`src/rtl/forward_data_if.sv`:
```
// Forwarding-unit bus: hazard selects, pipeline data and forwarded results.
interface forward_data_if #(
  parameter int XLEN = 32,
  parameter int CNTW = 16
);
  logic            stall;
  logic            rst_pipe;
  logic            hit_rs1_idex_ex;
  logic            hit_rs1_idma_ex;
  logic            hit_rs1_idwb_ex;
  logic            nohit_rs1_ex;
  logic            hit_rs2_idex_ex;
  logic            hit_rs2_idma_ex;
  logic            hit_rs2_idwb_ex;
  logic            nohit_rs2_ex;
  logic [XLEN-1:0] rs1_data_ex;
  logic [XLEN-1:0] rs2_data_ex;
  logic [XLEN-1:0] rd_data_ex;
  logic            cmd_ld_ma;
  logic [XLEN-1:0] ld_data_ma;
  logic            cnt_clr;
  logic [XLEN-1:0] rs1_fwd_ex;
  logic [XLEN-1:0] rs2_fwd_ex;
  logic [XLEN-1:0] rd_data_ma;
  logic [XLEN-1:0] wbk_data_wb;
  logic            sel_err;
  logic [CNTW-1:0] fwd_cnt;

  modport master (
    output stall, rst_pipe,
    output hit_rs1_idex_ex, hit_rs1_idma_ex, hit_rs1_idwb_ex, nohit_rs1_ex,
    output hit_rs2_idex_ex, hit_rs2_idma_ex, hit_rs2_idwb_ex, nohit_rs2_ex,
    output rs1_data_ex, rs2_data_ex, rd_data_ex, cmd_ld_ma, ld_data_ma, cnt_clr,
    input  rs1_fwd_ex, rs2_fwd_ex, rd_data_ma, wbk_data_wb, sel_err, fwd_cnt
  );

  modport slave (
    input  stall, rst_pipe,
    input  hit_rs1_idex_ex, hit_rs1_idma_ex, hit_rs1_idwb_ex, nohit_rs1_ex,
    input  hit_rs2_idex_ex, hit_rs2_idma_ex, hit_rs2_idwb_ex, nohit_rs2_ex,
    input  rs1_data_ex, rs2_data_ex, rd_data_ex, cmd_ld_ma, ld_data_ma, cnt_clr,
    output rs1_fwd_ex, rs2_fwd_ex, rd_data_ma, wbk_data_wb, sel_err, fwd_cnt
  );
endinterface

```
`src/rtl/forward_data.sv`:
```
// Operand forwarding for a 5-stage pipeline: holds the MA and WB result
// registers, muxes the newest available result into each EX operand, flags
// inconsistent select sets and counts forwarding events.
module forward_data #(
  parameter int XLEN = 32,
  parameter int CNTW = 16
) (
  input logic           clk,
  input logic           rst_n,
  forward_data_if.slave bus
);
  logic [XLEN-1:0] rd_data_ma_reg;
  logic [XLEN-1:0] wbk_data_wb_reg;
  logic [CNTW-1:0] fwd_cnt_reg;
  logic            sel_err_reg;
  logic [XLEN-1:0] ma_res;
  logic            any_hit;
  logic            any_bad;

  // A load in MA overrides the ALU result carried from EX.
  assign ma_res = bus.cmd_ld_ma ? bus.ld_data_ma : rd_data_ma_reg;

  for (genvar gi = 0; gi < 2; gi++) begin : g_op
    logic [2:0]      hit;      // {idex, idma, idwb}
    logic            nohit;
    logic [XLEN-1:0] rs_data;
    logic [XLEN-1:0] fwd;
    logic            any;
    logic            bad;

    if (gi == 0) begin : g_rs1
      assign hit     = {bus.hit_rs1_idex_ex, bus.hit_rs1_idma_ex, bus.hit_rs1_idwb_ex};
      assign nohit   = bus.nohit_rs1_ex;
      assign rs_data = bus.rs1_data_ex;
    end else begin : g_rs2
      assign hit     = {bus.hit_rs2_idex_ex, bus.hit_rs2_idma_ex, bus.hit_rs2_idwb_ex};
      assign nohit   = bus.nohit_rs2_ex;
      assign rs_data = bus.rs2_data_ex;
    end

    // Newest-first operand mux; overlapping hits resolve to the youngest result.
    always_comb begin
      fwd = rs_data;
      if (hit[2])      fwd = rd_data_ma_reg;
      else if (hit[1]) fwd = ma_res;
      else if (hit[0]) fwd = wbk_data_wb_reg;
    end

    assign any = |hit;
    // nohit must be exactly the complement of "some hit".
    assign bad = (nohit == any);
  end

  assign any_hit = g_op[0].any | g_op[1].any;
  assign any_bad = g_op[0].bad | g_op[1].bad;

  // Pipeline result registers: flush beats stall, stall holds.
  always_ff @(posedge clk) begin
    if (!rst_n) begin
      rd_data_ma_reg  <= '0;
      wbk_data_wb_reg <= '0;
    end else if (bus.rst_pipe) begin
      rd_data_ma_reg  <= '0;
      wbk_data_wb_reg <= '0;
    end else if (!bus.stall) begin
      rd_data_ma_reg  <= bus.rd_data_ex;
      wbk_data_wb_reg <= ma_res;
    end
  end

  // Saturating forward-event counter; clear overrides stall and increment.
  always_ff @(posedge clk) begin
    if (!rst_n) begin
      fwd_cnt_reg <= '0;
    end else if (bus.cnt_clr) begin
      fwd_cnt_reg <= '0;
    end else if (!bus.stall && any_hit && (fwd_cnt_reg != {CNTW{1'b1}})) begin
      fwd_cnt_reg <= fwd_cnt_reg + 1'b1;
    end
  end

  // Sticky select-consistency flag, only evaluated on advancing edges.
  always_ff @(posedge clk) begin
    if (!rst_n) begin
      sel_err_reg <= 1'b0;
    end else if (!bus.stall && any_bad) begin
      sel_err_reg <= 1'b1;
    end
  end

  assign bus.rs1_fwd_ex  = g_op[0].fwd;
  assign bus.rs2_fwd_ex  = g_op[1].fwd;
  assign bus.rd_data_ma  = rd_data_ma_reg;
  assign bus.wbk_data_wb = wbk_data_wb_reg;
  assign bus.fwd_cnt     = fwd_cnt_reg;
  assign bus.sel_err     = sel_err_reg;
endmodule

```
`src/flat_wrapper.sv`:
```
// flat-port wrapper written by rule: the top's interface ports become plain ports
module forward_data_flat 
#(
  parameter int XLEN = 32,
  parameter int CNTW = 16
)
  (clk, rst_n, bus_stall, bus_rst_pipe, bus_hit_rs1_idex_ex, bus_hit_rs1_idma_ex, bus_hit_rs1_idwb_ex, bus_nohit_rs1_ex, bus_hit_rs2_idex_ex, bus_hit_rs2_idma_ex, bus_hit_rs2_idwb_ex, bus_nohit_rs2_ex, bus_rs1_data_ex, bus_rs2_data_ex, bus_rd_data_ex, bus_cmd_ld_ma, bus_ld_data_ma, bus_cnt_clr, bus_rs1_fwd_ex, bus_rs2_fwd_ex, bus_rd_data_ma, bus_wbk_data_wb, bus_sel_err, bus_fwd_cnt);
  forward_data_if #(.XLEN(XLEN), .CNTW(CNTW)) bus_i ();
  input logic clk;
  input logic rst_n;
  input wire logic [$bits(bus_i.stall)-1:0] bus_stall;
  input wire logic [$bits(bus_i.rst_pipe)-1:0] bus_rst_pipe;
  input wire logic [$bits(bus_i.hit_rs1_idex_ex)-1:0] bus_hit_rs1_idex_ex;
  input wire logic [$bits(bus_i.hit_rs1_idma_ex)-1:0] bus_hit_rs1_idma_ex;
  input wire logic [$bits(bus_i.hit_rs1_idwb_ex)-1:0] bus_hit_rs1_idwb_ex;
  input wire logic [$bits(bus_i.nohit_rs1_ex)-1:0] bus_nohit_rs1_ex;
  input wire logic [$bits(bus_i.hit_rs2_idex_ex)-1:0] bus_hit_rs2_idex_ex;
  input wire logic [$bits(bus_i.hit_rs2_idma_ex)-1:0] bus_hit_rs2_idma_ex;
  input wire logic [$bits(bus_i.hit_rs2_idwb_ex)-1:0] bus_hit_rs2_idwb_ex;
  input wire logic [$bits(bus_i.nohit_rs2_ex)-1:0] bus_nohit_rs2_ex;
  input wire logic [$bits(bus_i.rs1_data_ex)-1:0] bus_rs1_data_ex;
  input wire logic [$bits(bus_i.rs2_data_ex)-1:0] bus_rs2_data_ex;
  input wire logic [$bits(bus_i.rd_data_ex)-1:0] bus_rd_data_ex;
  input wire logic [$bits(bus_i.cmd_ld_ma)-1:0] bus_cmd_ld_ma;
  input wire logic [$bits(bus_i.ld_data_ma)-1:0] bus_ld_data_ma;
  input wire logic [$bits(bus_i.cnt_clr)-1:0] bus_cnt_clr;
  output wire logic [$bits(bus_i.rs1_fwd_ex)-1:0] bus_rs1_fwd_ex;
  output wire logic [$bits(bus_i.rs2_fwd_ex)-1:0] bus_rs2_fwd_ex;
  output wire logic [$bits(bus_i.rd_data_ma)-1:0] bus_rd_data_ma;
  output wire logic [$bits(bus_i.wbk_data_wb)-1:0] bus_wbk_data_wb;
  output wire logic [$bits(bus_i.sel_err)-1:0] bus_sel_err;
  output wire logic [$bits(bus_i.fwd_cnt)-1:0] bus_fwd_cnt;
  assign bus_i.stall = bus_stall;
  assign bus_i.rst_pipe = bus_rst_pipe;
  assign bus_i.hit_rs1_idex_ex = bus_hit_rs1_idex_ex;
  assign bus_i.hit_rs1_idma_ex = bus_hit_rs1_idma_ex;
  assign bus_i.hit_rs1_idwb_ex = bus_hit_rs1_idwb_ex;
  assign bus_i.nohit_rs1_ex = bus_nohit_rs1_ex;
  assign bus_i.hit_rs2_idex_ex = bus_hit_rs2_idex_ex;
  assign bus_i.hit_rs2_idma_ex = bus_hit_rs2_idma_ex;
  assign bus_i.hit_rs2_idwb_ex = bus_hit_rs2_idwb_ex;
  assign bus_i.nohit_rs2_ex = bus_nohit_rs2_ex;
  assign bus_i.rs1_data_ex = bus_rs1_data_ex;
  assign bus_i.rs2_data_ex = bus_rs2_data_ex;
  assign bus_i.rd_data_ex = bus_rd_data_ex;
  assign bus_i.cmd_ld_ma = bus_cmd_ld_ma;
  assign bus_i.ld_data_ma = bus_ld_data_ma;
  assign bus_i.cnt_clr = bus_cnt_clr;
  assign bus_rs1_fwd_ex = bus_i.rs1_fwd_ex;
  assign bus_rs2_fwd_ex = bus_i.rs2_fwd_ex;
  assign bus_rd_data_ma = bus_i.rd_data_ma;
  assign bus_wbk_data_wb = bus_i.wbk_data_wb;
  assign bus_sel_err = bus_i.sel_err;
  assign bus_fwd_cnt = bus_i.fwd_cnt;
  forward_data #(.XLEN(XLEN), .CNTW(CNTW)) u_core (.clk(clk), .rst_n(rst_n), .bus(bus_i));
endmodule
```
`config.mk`:
```
export PLATFORM = sky130hd
export DESIGN_NAME = forward_data_flat
export DESIGN_NICKNAME = d
export VERILOG_FILES = /design/src/rtl/forward_data_if.sv /design/src/rtl/forward_data.sv /design/src/flat_wrapper.sv
export SDC_FILE = /design/constraint.sdc
export NUM_CORES = 1
export LEC_CHECK = 0
export CAP_MARGIN = 20
export CORE_ASPECT_RATIO = 0.7
export CORE_UTILIZATION = 50
export DETAILED_ROUTE_END_ITERATION = 10
export DONT_BUFFER_PORTS = 1
export GPL_ROUTABILITY_DRIVEN = 1
export PLACE_DENSITY = 0.78
export SLEW_MARGIN = 30
export SYNTH_ARGS = -nofsm -noshare
export SYNTH_HDL_FRONTEND = slang
export SYNTH_SLANG_ARGS = --single-unit
```
`constraint.sdc`:
```
create_clock -name clk -period 1.8 [get_ports clk]
set_clock_uncertainty 0.1 [all_clocks]
set_input_delay 0.09 -clock clk [delete_from_list [all_inputs] [get_ports clk]]
set_output_delay 0.09 -clock clk [all_outputs]
set_load 0.02 [all_outputs]
```
==> metrics.md <==
| Metric | Value |
|---|---|
| Antenna Nets Post-Route | 0 |
| DRC violations left | 0 |
| H-Tree Depth | 3 |
| Grt ovf | 0 |
| CTS root buf | clkbuf_16 |
| Met1 layer usage reported by global route | between 40% and 50% |
| Pleak | 3.16 nW |
| Number of cells on the worst reg-to-reg path | 6 |
| GR peak layer | met2 |
| Ys Warns | 0 |
| DRT iter0 DRCs | 622 |
| Final setup margin | approximately 0.053 ns |
| Cts bufs inserted | 9 |
| Number of max-cap violations | 0 |
| Outcome | finished, final reports clean |
| Met3 usage | between 10% and 20% |
| HP Class | in2reg |
| CP Class | reg2out |
| Final #Nets | 1051 |
| Die H | about 90 um |
| Startpoint types | flop |
| Iteration count of the initial detailed-routing pass | 6 |
| Met2 usage | 65.0% |
| Layout cell share with drive strength beyond 1 | 15.4% |
| Final setup viols | 0 |
| Slew Viols, Final | 0 |
| Worst EP required | 1.61 ns |
| Max Clock Freq | ~570 MHz |
| Vias in the first global route | about 7000 |
| First-pass GRT wire length | approximately 35 mm |
| Core ar. | 10600 um2 |
| Power per cell area | between 600 and 700 nW/um2 |
| RD Place Congestion | ~0.9 |
| Post-Syn Area per Cell | about 7.3 um2 |
| Non-filler cells, final | between 1000 and 1500 |
| CP Data Arrival Time | between 1.5 and 2 ns |
| Slew HR | roughly 64% |
| Vias | around 7000 |
| Tcrit/Tclk final | around 97% |
| Ys async rst share | 0% |
| Slew @ Worst Pin | 0.539 ns |
| I/O pins | ~290 |
| Area grow syn2layout | 37.2% |
| Library cells used by synthesis | 39 |
| Antenna violations before repair | 0 |
| Row Count | 31 |
| CTS tree | built |
| Clk sink count | between 80 and 90 |
| CP max FO | 4 |
| Drt total wl | around 23 mm |
| #FFs+latches synth | approximately 80 |
| Synth area leader | dfxtp_1 |
| Final hold violations | 0 |
| Gr usage total | just under 40% |
| Pin count of the biggest net entering global routing | 57 |
| Syn Nets | 900 |
| Worst-path clk slew | 0.06 ns |
| Post-synth top area share | 29.3% |
| Port Buffer Count | 0 |
| Initial Util | about 52% |
| Die extent in x | ~130 um |
| Later-pin clock latency in the skew report | ~0.33 ns |
| Prevailing post-synth register cell | dfxtp_1 |
| Post-CTS Setup Inserts | 0 |
| Cell count of the worst hold path | 4 |
| Util after Layout | between 70 and 80% |
| Min cycle time layout | 1.75 ns |
| Max clock buf depth | 2 |
| EDFF count, synth | 0 |
| DR vias/cell | around 6.4 |
| Post-route cell area | roughly 7600 um2 |
| # diodes | 0 |
| Synth Cell Area | about 5500 um2 |
| Placed cell area | between 6000 and 7000 um2 |
| Area occupied by multi-input gates | about 3600 um2 |
| Overall power | 4.93 mW |
| Register area share after synthesis | between 20% and 30% |
| WL per Instance | 21.9 um |
| Inst Count DP | ~940 |
| Peak VDD IR | 0.000464 V |
| Setup crit end kind | primary output |
| Reg area | ~1600 um2 |
| FILL cells | 766 |
| Pre-CTS setup slack | 0.0414 ns |
| Die ar. | approximately 11000 um2 |
| DPL Wire Length | ~13 mm |
| Synth top area cells | dfxtp_1 29%, mux2i_1 24%, nor2_1 11% |
| Syn Inst Count | about 760 |
## placed cells by master (no fill, tap or decap), drive strengths merged
cell,Yosys,final
ha,1,1
a21oi,107,107
nor3,5,5
a41oi,1,1
a211oi,1,1
a2111oi,2,2
or3,1,1
a31o,1,1
inv,4,4
bufinv,0,1
nand3b,1,1
nand2b,6,6
o21ai,66,66
nor4,3,3
dlygate4sd3,0,106
xnor2,2,2
nor2,162,162
o31ai,5,5
nor2b,1,1
nand2,79,79
nand3,5,5
nor4b,2,2
dfxtp,81,81
nand4,4,4
o21a,1,1
buf,31,97
and2,3,3
a41o,2,2
mux2i,133,133
a31oi,1,1
and3,3,3
clkinv,0,2
a21o,3,3
and4,3,3
clkbuf,32,12
or4,5,5
## report_power, final
part | switching [mW] | internal [mW]
sequential | 0.116 | 1.84
combinational | 0.553 | 0.549
clock | 0.730 | 1.14
## path summary, 6_finish.rpt
check	start	end	slack, ns
worst max-delay path	u_core.bus.wbk_data_wb[2]	bus_rs1_fwd_ex[2]	0.05
worst min-delay path	bus_cnt_clr	u_core.bus.fwd_cnt[8]	0.03
worst max register to register	u_core.bus.fwd_cnt[1]	u_core.bus.fwd_cnt[3]	0.06
worst min register to register	u_core.bus.fwd_cnt[2]	u_core.bus.fwd_cnt[2]	0.42
## critical path, cell delays in order, from the launching register on
cell and delay (ns):
dfxtp_1 0.53, mux2i_1 0.13, nor2_1 0.11, a21oi_1 0.04, o21ai_0 0.22, buf_4 0.19
## kinds of logic after synthesis
logic type / after synthesis / synth area share (%)
and+or+nand+nor: 283 / 22.0
DFF: 81 / 29.3
adders and majority gates: 1 / 0.226
AOI/OAI and AO/OA: 190 / 18.6
muxes: 133 / 24.1
buffers and inverters: 67 / 5.46
xor gates and xnor gates: 2 / 0.317
## repair_timing
action,in CTS,in global routing
hold buffers,107,0
hold endpoints to repair,69,0
setup endpoints to repair,1,27
resized for setup,1,22
gates cloned,0,0
pin swaps,0,1
## per-stage QoR
| step | setup TNS (ns) | hold slack [ns] |
|---|---|---|
| floorplan | 0 | 0.108 |
| global placement | 0 | 0.111 |
| detailed placement | 0 | 0.110 |
| CTS | 0 | 0.0171 |
| global route | -0.0828 | 0.0395 |
| finish | 0 | 0.0271 |
## cell usage after synthesis, types with 3 or more instances
| library cell | n |
|---|---|
| nand2_1 | 79 |
| nor3_1 | 3 |
| buf_2 | 22 |
| nand2b_1 | 6 |
| and2_1 | 3 |
| buf_6 | 3 |
| mux2i_1 | 133 |
| nand4_1 | 3 |
| dfxtp_1 | 81 |
| inv_1 | 4 |
| and3_1 | 3 |
| clkbuf_1 | 32 |
| a21o_1 | 3 |
| a21oi_1 | 107 |
| nand3_1 | 5 |
| nor2_1 | 162 |
| o21ai_0 | 66 |
| or4_1 | 5 |
| and4_1 | 3 |
| o31ai_1 | 5 |
| buf_1 | 6 |
## final cells by class
| cell class | instances | area share, % |
|---|---|---|
| Clock buffer | 12 | 3.38 |
| Clock inverter | 3 | 0.528 |
| Inverter | 4 | 0.198 |
| Multi-Input combinational cell | 609 | 47.7 |
| Sequential cell | 81 | 21.7 |
| Tap cell | 148 | 2.44 |
| Timing Repair Buffer | 203 | 24.0 |
## metal layers
| metal | vias to the layer above | wire (um) | share of wire [%] |
|---|---|---|---|
| met5 | - | 0 | 0 |
| met4 | 0 | 1230 | 5.3 |
| met3 | 150 | 2950 | 13 |
| met2 | 656 | 10800 | 47 |
| met1 | 3078 | 8210 | 35 |
| li1 | 2927 | - | - |
(Power assumes the default switching activity.)
